==> src/rtl/wb_arb_pkg.sv <==
// Shared types and constants for the register-file write-port arbiter.
package wb_arb_pkg;

    // Arbiter state, derived from the multdiv holding buffer's occupancy.
    typedef enum logic [1:0] {
        EMPTY   = 2'b00,
        HELD    = 2'b01,
        STARVED = 2'b10
    } arb_state_e;

    // Architectural zero register; writes to it are dropped.
    localparam int REG_ZERO = 0;

    localparam int DEF_WIDTH  = 32;
    localparam int DEF_ADDR_W = 5;

endpackage

==> src/rtl/wb_hold_buf.sv <==
// One-entry holding register for a completed multdiv result awaiting the write port.
module wb_hold_buf
    import wb_arb_pkg::*;
#(
    parameter int WIDTH  = DEF_WIDTH,
    parameter int ADDR_W = DEF_ADDR_W
) (
    input  logic              clk,
    input  logic              clr,
    input  logic              load_i,
    input  logic [ADDR_W-1:0] rd_i,
    input  logic [WIDTH-1:0]  data_i,
    input  logic              drain_i,
    input  logic              kill_i,
    output logic              valid_o,
    output logic [ADDR_W-1:0] rd_o,
    output logic [WIDTH-1:0]  data_o
);

    logic              valid_q;
    logic [ADDR_W-1:0] rd_q;
    logic [WIDTH-1:0]  data_q;

    // Load only happens while empty, so it never competes with drain/kill.
    // Contents are zeroed whenever the entry is released so the pend_* view is clean.
    always_ff @(posedge clk) begin
        if (clr || drain_i || kill_i) begin
            valid_q <= 1'b0;
            rd_q    <= '0;
            data_q  <= '0;
        end else if (load_i) begin
            valid_q <= 1'b1;
            rd_q    <= rd_i;
            data_q  <= data_i;
        end
    end

    assign valid_o = valid_q;
    assign rd_o    = rd_q;
    assign data_o  = data_q;

endmodule

==> src/rtl/regfile_wb_arbiter.sv <==
// Arbitrates the register file's single write port between the W stage and multdiv.
module regfile_wb_arbiter
    import wb_arb_pkg::*;
#(
    parameter int WIDTH    = DEF_WIDTH,
    parameter int ADDR_W   = DEF_ADDR_W,
    parameter int MAX_WAIT = 4
) (
    input  logic              clk,
    input  logic              clr,
    input  logic              wb_valid,
    input  logic [ADDR_W-1:0] wb_rd,
    input  logic [WIDTH-1:0]  wb_data,
    output logic              wb_stall,
    input  logic              md_valid,
    input  logic [ADDR_W-1:0] md_rd,
    input  logic [WIDTH-1:0]  md_data,
    output logic              md_ready,
    output logic              rf_we,
    output logic [ADDR_W-1:0] rf_rd,
    output logic [WIDTH-1:0]  rf_data,
    output logic              pend_valid,
    output logic [ADDR_W-1:0] pend_rd,
    output logic [WIDTH-1:0]  pend_data
);

    localparam int                CNT_W   = $clog2(MAX_WAIT + 1);
    localparam logic [CNT_W-1:0]  CNT_MAX = CNT_W'(MAX_WAIT);
    localparam logic [ADDR_W-1:0] RD_ZERO = ADDR_W'(REG_ZERO);

    arb_state_e        state_q, state_d;
    logic [CNT_W-1:0]  wait_cnt_q, wait_cnt_d;
    logic [CNT_W-1:0]  wait_cnt_inc;
    logic              grant_buf, grant_wb;
    logic              buf_load, buf_drain, buf_kill;
    logic              rf_we_q, rf_we_d;
    logic [ADDR_W-1:0] rf_rd_q, rf_rd_d;
    logic [WIDTH-1:0]  rf_data_q, rf_data_d;

    wb_hold_buf #(
        .WIDTH  (WIDTH),
        .ADDR_W (ADDR_W)
    ) u_hold_buf (
        .clk     (clk),
        .clr     (clr),
        .load_i  (buf_load),
        .rd_i    (md_rd),
        .data_i  (md_data),
        .drain_i (buf_drain),
        .kill_i  (buf_kill),
        .valid_o (pend_valid),
        .rd_o    (pend_rd),
        .data_o  (pend_data)
    );

    // Grant selection: a starved buffer beats the pipeline, otherwise the pipeline wins.
    always_comb begin
        grant_buf = 1'b0;
        grant_wb  = 1'b0;
        wb_stall  = 1'b0;
        md_ready  = (state_q == EMPTY) && !clr;
        if (state_q == STARVED) begin
            grant_buf = 1'b1;
            wb_stall  = wb_valid && !clr;
        end else if (wb_valid) begin
            grant_wb = 1'b1;
        end else if (state_q == HELD) begin
            grant_buf = 1'b1;
        end
        // Results for r0 are accepted but never occupy the buffer.
        buf_load  = md_valid && md_ready && (md_rd != RD_ZERO);
        buf_drain = grant_buf && (state_q != EMPTY);
        // A younger pipeline write to the same register makes the buffered value dead.
        buf_kill  = (state_q == HELD) && grant_wb && (wb_rd == pend_rd) && (wb_rd != RD_ZERO);
    end

    // Next-state and lost-slot counter update.
    always_comb begin
        state_d      = state_q;
        wait_cnt_d   = wait_cnt_q;
        wait_cnt_inc = (wait_cnt_q == CNT_MAX) ? CNT_MAX : wait_cnt_q + CNT_W'(1);
        case (state_q)
            EMPTY: begin
                if (buf_load) begin
                    state_d    = HELD;
                    wait_cnt_d = '0;
                end
            end
            HELD: begin
                if (buf_drain || buf_kill) begin
                    state_d    = EMPTY;
                    wait_cnt_d = '0;
                end else if (grant_wb) begin
                    wait_cnt_d = wait_cnt_inc;
                    state_d    = (wait_cnt_inc == CNT_MAX) ? STARVED : HELD;
                end
            end
            STARVED: begin
                state_d    = EMPTY;
                wait_cnt_d = '0;
            end
            default: begin
                state_d    = EMPTY;
                wait_cnt_d = '0;
            end
        endcase
    end

    // Write-port request for next cycle; index/data hold when nothing is granted.
    always_comb begin
        rf_we_d   = 1'b0;
        rf_rd_d   = rf_rd_q;
        rf_data_d = rf_data_q;
        if (buf_drain) begin
            rf_we_d   = 1'b1;
            rf_rd_d   = pend_rd;
            rf_data_d = pend_data;
        end else if (grant_wb && (wb_rd != RD_ZERO)) begin
            rf_we_d   = 1'b1;
            rf_rd_d   = wb_rd;
            rf_data_d = wb_data;
        end
    end

    // State, counter and registered write-port outputs.
    always_ff @(posedge clk) begin
        if (clr) begin
            state_q    <= EMPTY;
            wait_cnt_q <= '0;
            rf_we_q    <= 1'b0;
            rf_rd_q    <= '0;
            rf_data_q  <= '0;
        end else begin
            state_q    <= state_d;
            wait_cnt_q <= wait_cnt_d;
            rf_we_q    <= rf_we_d;
            rf_rd_q    <= rf_rd_d;
            rf_data_q  <= rf_data_d;
        end
    end

    assign rf_we   = rf_we_q;
    assign rf_rd   = rf_rd_q;
    assign rf_data = rf_data_q;

endmodule

==> config.mk <==
export PLATFORM = sky130hd
export DESIGN_NAME = regfile_wb_arbiter
export DESIGN_NICKNAME = d
export VERILOG_FILES = /design/src/rtl/wb_arb_pkg.sv /design/src/rtl/wb_hold_buf.sv /design/src/rtl/regfile_wb_arbiter.sv
export SDC_FILE = /design/constraint.sdc
export NUM_CORES = 1
export LEC_CHECK = 0
export CORE_UTILIZATION = 40
export CTS_CLUSTER_SIZE = 8
export DETAILED_ROUTE_END_ITERATION = 8
export PLACE_DENSITY_LB_ADDON = 0.15
export SYNTH_ARGS = -nofsm -noshare
export SYNTH_HDL_FRONTEND = slang
export SYNTH_SLANG_ARGS = --single-unit
==> constraint.sdc <==
create_clock -name clk -period 4.7 [get_ports clk]
set_clock_uncertainty 0.2 [all_clocks]
set_input_delay 0.94 -clock clk [delete_from_list [all_inputs] [get_ports clk]]
set_output_delay 0.94 -clock clk [all_outputs]
set_load 0.01 [all_outputs]
**Yosys cells after proc, flatten, opt, wreduce, memory -nomap -nowiden**

Cells that the tools add are included.
Widths: inputs -> output; s select.

- Reductions and logical operators: 19
- Mux-type cells: 22
- Add/subtract/negate cells: 1
- Eq/ne operators: 7

Operators by type and width:

| kind | count |
|---|---|
| $mux 32 | 2 |
| $mux 3 | 4 |
| $mux 5 | 2 |
| $reduce_bool 5->1 | 2 |
| $logic_and 1x1->1 | 9 |
| $mux 1 | 8 |
| $mux 2 | 4 |
| $eq 3x3->1 const B | 2 |
| $pmux 3 s2 | 1 |
| $eq 5x5->1 | 1 |
| $pmux 2 s2 | 1 |
| $reduce_bool 2->1 | 2 |
| $add 3x1->3 const B | 1 |
| $logic_or 1x1->1 | 3 |
| $ne 3x2->1 const B | 1 |
| $eq 2x1->1 const B | 1 |
| $eq 2x2->1 const B | 1 |
| $logic_not 2->1 | 1 |
| $ne 2x2->1 const B | 1 |
| $reduce_and 2->1 | 1 |
| $logic_not 1->1 | 1 |

- Word-level logic and storage cells: 57
- Input port bits: 78
- Register bits: 81

**Logic depth before layout (Yosys ltp)**

Gate-level depths: netlist (run 1).

- Word-level depth: 8
- Gate-level depth with buffers: 7
- Gate-level depth less buffers: 5

**By module**

A second synthesis (run 1) with hierarchy kept.

- Cell total of the unflattened synthesis: 343
- Area, all modules: 3,694.8 um2

Modules (own cells, without submodules):

| module | cells an instance | area each (um2) | sequential area each (um2) | instances |
|---|---|---|---|---|
| regfile_wb_arbiter | 220 | 2,343.5 | 860.8 | 1 |
| wb_hold_buf | 123 | 1,351.3 | 760.7 | 1 |

**Worst setup path after synthesis (run 1)**

Ideal clock, no wire load.

- Kind: input -> output
- Start point: input port clr
- End point: output port wb_stall
- Cell stages on the path: 3
- Arrival: 1.620 ns
- Buffers on the path: 2
- Required time: 3.560 ns
- Path slack: 1.940 ns
- Path through: clkbuf_1 > clkbuf_1 > nor3b_1

- Longest elaborated chain between the ends: 3

RTL lines:

| element | line | text |
|---|---|---|
| start: declaration | regfile_wb_arbiter.sv:10 | `input logic clr,` |
| $logic_not 1->1 | regfile_wb_arbiter.sv:64 | `wb_stall = wb_valid && !clr;` |
| $logic_and 1x1->1 | regfile_wb_arbiter.sv:64 |  |
| $mux 1 | regfile_wb_arbiter.sv:62 | `if (state_q == STARVED) begin` |
| end: declaration | regfile_wb_arbiter.sv:14 | `output logic wb_stall,` |

Every way passes these cells.

**Worst setup path after layout (run 1)**

- Start point: input port clr
- End point: output port md_ready

- Longest elaborated chain between the ends: 2

RTL lines:

| element | line | text |
|---|---|---|
| $logic_not 1->1 | regfile_wb_arbiter.sv:61 | `md_ready = (state_q == EMPTY) && !clr;` |
| $logic_and 1x1->1 | regfile_wb_arbiter.sv:61 |  |
| end: declaration | regfile_wb_arbiter.sv:18 | `output logic md_ready,` |

Every way passes these cells.

==> results of run 1 <==
[stage by stage]
step | area, µm² | total power [mW]
CTS | 5119 | 1.619
global route | 5119 | 1.676
floorplan | 3292 | 0.8816
global placement | 4888 | 1.044
finish | 5119 | 1.606
detailed placement | 4888 | 1.049
[kinds of logic after synthesis]
kind of cell / count (synthesis) / share of synthesized area
AO/OA/AOI/OAI: 126 / 0.2505
XOR/XNOR: 5 / 0.01330
adder cells (fa/ha/maj): 2 / 0.007600
buffers and inverters: 39 / 0.05321
flip-flops: 81 / 0.4926
AND/OR/NAND/NOR: 137 / 0.1828
[cells in the final DEF (no fill, tap or decap), types with 2 or more instances in the layout]
master / Yosys / layout
nor3b_1: 2 / 2
inv_1: 6 / 6
a21oi_2: 10 / 10
a311oi_1: 5 / 5
bufinv_16: 0 / 2
dfxtp_1: 81 / 81
a21oi_1: 59 / 59
nand2_1: 82 / 82
clkinvlp_4: 0 / 2
a22oi_1: 34 / 34
a32oi_1: 2 / 2
clkbuf_8: 0 / 11
nand2b_1: 3 / 3
ha_1: 2 / 2
clkdlybuf4s50_1: 0 / 154
xnor2_1: 5 / 5
o211a_1: 2 / 2
nand3_1: 35 / 35
buf_4: 2 / 7
o21ai_0: 6 / 6
nor2_1: 9 / 9
[metal layers]
metal  up-vias  part of all wire  track usage  wire (µm)
met5         -                 0            0          0
met4         0             0.013      0.06154        132
met3        12             0.086      0.08949        850
met2       128              0.50       0.4179       4922
met1      1565              0.40       0.2504       3986
li1       1647                 -            -          -
[state kept, by name (all words and copies together) (netlist names)]
name,cells
rf_data,32
rf_rd,5
rf_we,1
state_q,2
u_hold_buf.data_o,32
u_hold_buf.rd_o,5
u_hold_buf.valid_o,1
wait_cnt_q,3
[worst min path at each step]
stage	start	to	slack (ps)	depth (start not counted)
after floorplan	wait_cnt_q[1]	wait_cnt_q[1]	270	2
after global placement	u_hold_buf.valid_o	u_hold_buf.valid_o	250	2
after detailed placement	rf_data[31]	rf_data[31]	260	2
after CTS	rf_data[31]	rf_data[31]	270	2
after global routing	rf_data[31]	rf_data[31]	290	2
final	rf_data[26]	rf_data[26]	270	2
[worst min-delay path: stages (launching register included)]
cell and delay, ps:
dfxtp_1 310, nand3_1 60, a21oi_1 60
[layout make-up]
class / count / area [µm²]
timing repair buffer: 162 / 1599
multi-input combinational: 270 / 1518
clock inverter: 4 / 75.07
clock buffer: 12 / 155.1
tap: 102 / 127.6
inverter: 6 / 22.52
fill: 697 / 2729
sequential: 81 / 1622
[report_power, final]
| group | internal, mW | switching, mW | total (mW) |
|---|---|---|---|
| registers | 0.722 | 0.0242 | 0.746 |
| logic | 0.156 | 0.130 | 0.286 |
| clock network | 0.329 | 0.245 | 0.573 |
==> impl_metrics.env, run 1 <==
export IMPL_status="completed"
export IMPL_drv_cap=0
export IMPL_synth_area_um2=3292
export IMPL_path_delay_family="buffers and inverters"
export IMPL_tightestPinTransition_ps=1212
export IMPL_cts_tree="done"
export IMPL_hold_viol=0
export IMPL_ys_flop_type="dfxtp_1"
export IMPL_start_kind="input port"
export IMPL_p_leak_nw=1.760
export IMPL_placed_cells=621
export IMPL_yosysTopAreaCell="dfxtp_1"
export IMPL_cts_setup_buffers=0
export IMPL_path_buf_inv=2
export IMPL_slowest_delay_ps=650
export IMPL_cp_end_kind="output port"
export IMPL_grt_pass1_wl_um=15610
export IMPL_yosysMostFrequentCell="nand2_1"
export IMPL_synthesis_nets=470
export IMPL_die_h_um=92.72
export IMPL_detail_route_antenna_nets=0
export IMPL_pre_cts_slack_ps=1106
export IMPL_ys_seq_area_frac=0.4926
export IMPL_synthArstFlopShare=0
export IMPL_clk_latency_ps=340
export IMPL_final_core_util=0.6523
export IMPL_syn_inst=390
export IMPL_hp_class="flip-flop to flip-flop"
export IMPL_initial_core_util=0.4195
export IMPL_grt_max_degree=43
export IMPL_synth_seq_cells=81
export IMPL_drc_errors=0
export IMPL_period_minus_slack_ps=3610
export IMPL_gp_congestion=0.7995
export IMPL_reg2reg_from="state_q[1]"
export IMPL_ys_top_cells_by_count="82 x nand2_1, 81 x dfxtp_1, 59 x a21oi_1"
export IMPL_max_slew_margin=0.1918
export IMPL_yosys_top_cells_area="dfxtp_1 49%, nand2_1 9.4%, a21oi_1 9.0%"
export IMPL_crit_start="clr"
export IMPL_numCtsBuffers=9
export IMPL_cts_buffer_depth=2
export IMPL_drive_above_1_share=0.07290
export IMPL_r2r_slack_ps=2220
export IMPL_fin_tns_setup_ps=0
export IMPL_routed_wl_um=9891
export IMPL_slew_violations=0
export IMPL_drt_initial_drc_count=118
export IMPL_clk_pin_slew_ps=80
export IMPL_die_width_um=92.72
export IMPL_cp_endpoint="md_ready"
export IMPL_cts_htree_levels=3
export IMPL_dp_hpwl_um=6691
export IMPL_fin_cells=637
export IMPL_rsz0062_at_grt="false"
export IMPL_clkSinkCount=81
export IMPL_r2r_cells=4
export IMPL_netlist_area_leader_share=0.4926
export IMPL_core_um2=7848
export IMPL_cts_resized=0
export IMPL_final_nets=610
export IMPL_placementRows=32
export IMPL_cp_arrival_ps=2470
export IMPL_yosys_warnings=0
export IMPL_crit_path_top_delay_cell="clkdlybuf4s50_1"
export IMPL_vdd_ir_drop_max_v=0.0002189
export IMPL_holdWs_ps=268.2
export IMPL_grt_use_total=0.2311
export IMPL_postCtsHoldBufs=0
export IMPL_antenna_found_initial=0
export IMPL_vias=3352
export IMPL_wire_per_inst_um=15.53
export IMPL_die_area_um2=8597
export IMPL_setup_worst_path_class="input port to output port"
export IMPL_path_max_fanout=42
export IMPL_drt_vias_per_instance=5.262
export IMPL_portBuffers=155
export IMPL_io_pins=156
export IMPL_antenna_cells=0
export IMPL_root_buffer="clkbuf_8"
export IMPL_drt_first_pass_iters=4
export IMPL_areaGrowthSynthToFinish_pct=55.49
export IMPL_r2r_end="u_hold_buf.data_o[14]"
export IMPL_grt_ovfl_total=0
export IMPL_max_freq_ghz=0.2770
export IMPL_p_per_area_nw_per_um2=313.7
export IMPL_worstPathCellList="buf_2, nor3_2, clkdlybuf4s50_1"
export IMPL_syn_avg_cell_area_um2=8.441
export IMPL_setup_viol_count_final=0
export IMPL_fin_crit_sh=0.7682
export IMPL_synth_distinct_cells=34
export IMPL_first_global_vias=3195
export IMPL_worst_slack_ps=1090
export IMPL_synth_edf_count=0
export IMPL_cp_num_cells=3
export IMPL_worstPathRequired_ps=3560
(Power assumes the default switching activity.)
==> run 2: changes to the inputs <==
CORE_UTILIZATION = 37   (was 40)
clock period = 3.3 ns   (was 4.7 ns; I/O delays follow)
==> run 2 against run 1 <==
  * First-iteration DRC count is 38% higher
  * Critical path depth did not move
  * Sequential power rose by 42%
  * Combinational power up 48%
  * Design area is 0.78% higher
  * Routed wire length grew 5.7%
  * Worst hold slack lost 1.8 ps
  * Global-route usage decreased by 1.0 points
  * Via count rose by 2.2%
  * Cell count is 2.0% higher
  * Sequential share of layout area shrank 0.25 points
  * Non-clock buffer count grew 7
  * Largest cell class is now buffers
  * Largest power group unchanged
==> impl_metrics.env, run 2 (synthesis results as in run 1) <==
export IMPL_die_width_um=96.33
export IMPL_initial_core_util=0.3793
export IMPL_p_per_area_nw_per_um2=438.6
export IMPL_path_max_fanout=6
export IMPL_cts_tree="done"
export IMPL_slew_violations=0
export IMPL_cp_common_cell="clkdlybuf4s50_1"
export IMPL_final_nets=617
export IMPL_hold_viol=0
export IMPL_holdWs_ps=266.5
export IMPL_final_common_cell="clkdlybuf4s50_1"
export IMPL_drive_above_1_share=0.08487
export IMPL_p_leak_nw=1.792
export IMPL_clk_latency_ps=350
export IMPL_dp_hpwl_um=6991
export IMPL_r2r_end="u_hold_buf.rd_o[3]"
export IMPL_io_pins=156
export IMPL_max_slew_margin=0.6130
export IMPL_rsz0062_at_grt="false"
export IMPL_crit_path_top_delay_cell="clkdlybuf4s50_1"
export IMPL_detail_route_antenna_nets=0
export IMPL_status="completed"
export IMPL_path_delay_family="buffers and inverters"
export IMPL_clkSinkCount=81
export IMPL_r2r_cells=5
export IMPL_drt_initial_drc_count=163
export IMPL_postCtsHoldBufs=0
export IMPL_core_um2=8678
export IMPL_cp_end_kind="output port"
export IMPL_first_global_vias=3234
export IMPL_clockPowerShare=0.344
export IMPL_max_freq_ghz=0.3408
export IMPL_r2r_slack_ps=1270
export IMPL_vdd_ir_drop_max_v=0.0002033
export IMPL_min_to="rf_data[0]"
export IMPL_cts_setup_buffers=0
export IMPL_die_h_um=96.33
export IMPL_power_mw=2.263
export IMPL_gp_congestion=0.8550
export IMPL_drt_first_pass_iters=6
export IMPL_layout_common_cells="154 x clkdlybuf4s50_1, 82 x nand2_1, 81 x dfxtp_1, 59 x a21oi_1, 35 x nand3_1"
export IMPL_reg2reg_from="u_hold_buf.rd_o[0]"
export IMPL_drv_cap=0
export IMPL_root_buffer="clkbuf_8"
export IMPL_placed_area_um2=4949
export IMPL_final_cell_area_um2=5159
export IMPL_slowest_delay_ps=620
export IMPL_grt_pass1_wl_um=15570
export IMPL_period_minus_slack_ps=2934
export IMPL_start_kind="input port"
export IMPL_cts_resized=0
export IMPL_antenna_found_initial=0
export IMPL_clk_pin_slew_ps=80
export IMPL_fin_tns_setup_ps=0
export IMPL_pwr_share_comb=0.186
export IMPL_tightestPinTransition_ps=572.7
export IMPL_pwr_share_seq=0.469
export IMPL_power_share_switching=0.2578
export IMPL_worstPathCellList="clkdlybuf4s50_1, nor3b_1, clkdlybuf4s50_1"
export IMPL_antenna_cells=0
export IMPL_drc_errors=0
export IMPL_hold_depth=2
export IMPL_worstPathRequired_ps=2440
export IMPL_portBuffers=155
export IMPL_grt_max_degree=41
export IMPL_cts_htree_levels=3
export IMPL_fin_crit_sh=0.8892
export IMPL_numCtsBuffers=9
export IMPL_grt_ovfl_total=0
export IMPL_internal_power_mw=1.679
export IMPL_setup_viol_count_final=0
export IMPL_path_buf_inv=2
export IMPL_routed_wl_um=10450
export IMPL_wire_per_inst_um=16.08
export IMPL_cp_arrival_ps=2070
export IMPL_hp_class="flip-flop to flip-flop"
export IMPL_hold_path_startpoint="rf_data[0]"
export IMPL_drt_vias_per_instance=5.271
export IMPL_p_switching_uw=583.3
export IMPL_die_area_um2=9279
export IMPL_setup_worst_path_class="input port to output port"
export IMPL_cts_buffer_depth=2
export IMPL_grt_use_total=0.2210
export IMPL_vias=3426
export IMPL_placementRows=34
export IMPL_areaGrowthSynthToFinish_pct=56.71
[run 2: worst register-to-register path, stage by stage, from the launching register on]
cell,delay (ps)
dfxtp_1,350
xnor2_1,230
nand4_1,270
o311ai_4,340
buf_4,410
nor2_1,110
[run 2: worst max-delay path by stage]
stage,from,end,slack (ps),cells past startpoint
2_1_floorplan,wb_rd[1],rf_data[10],1000,6
3_3_place_gp,wb_valid,wb_stall,390,3
3_5_place_dp,wb_valid,wb_stall,380,3
4_1_cts,wb_valid,wb_stall,380,3
5_1_grt,wb_valid,wb_stall,340,3
6_report,wb_valid,wb_stall,370,3
[run 2: power by group through the flow]
stage	clock [mW]	combinational, mW	sequential [mW]
after floorplan	0	0.151	1.10
after global placement	0	0.416	1.08
after detailed placement	0	0.421	1.09
after CTS	0.796	0.424	1.06
after global routing	0.831	0.455	1.07
final	0.779	0.422	1.06
[run 2: area by class of cell]
type                    instances  area (µm²)
fillers                       799        3520
repair buffers                169        1652
flip-flops and latches         81        1622
multi-input cells             270        1518
well taps                     108       135.1
clock buffers                  10       127.6
clock inverters                 6       82.58
inverters                       6       22.52
[run 2: metrics by stage]
step | utilization | setup slack, ps | instances
6_report | 0.5944 | 365.7 | 650
5_1_grt | 0.5944 | 338.9 | 650
4_1_cts | 0.5944 | 378.4 | 650
3_5_place_dp | 0.5702 | 382.0 | 634
3_3_place_gp | 0.5702 | 388.0 | 634
2_1_floorplan | - | 1001 | 390
[run 2: per-layer routing]
metal / share of wire / track usage / vias to the layer above
met5: 0 / 0 / -
met4: 0.012 / 0.07598 / 0
met3: 0.086 / 0.06477 / 11
met2: 0.47 / 0.3859 / 143
met1: 0.43 / 0.2570 / 1604
li1: - / - / 1668
==> run 3: changes to the inputs <==
ABC_AREA = 0   (was unset)
==> results of run 3 <==
The final DEF is identical to that of run 2; final timing and power are the same.
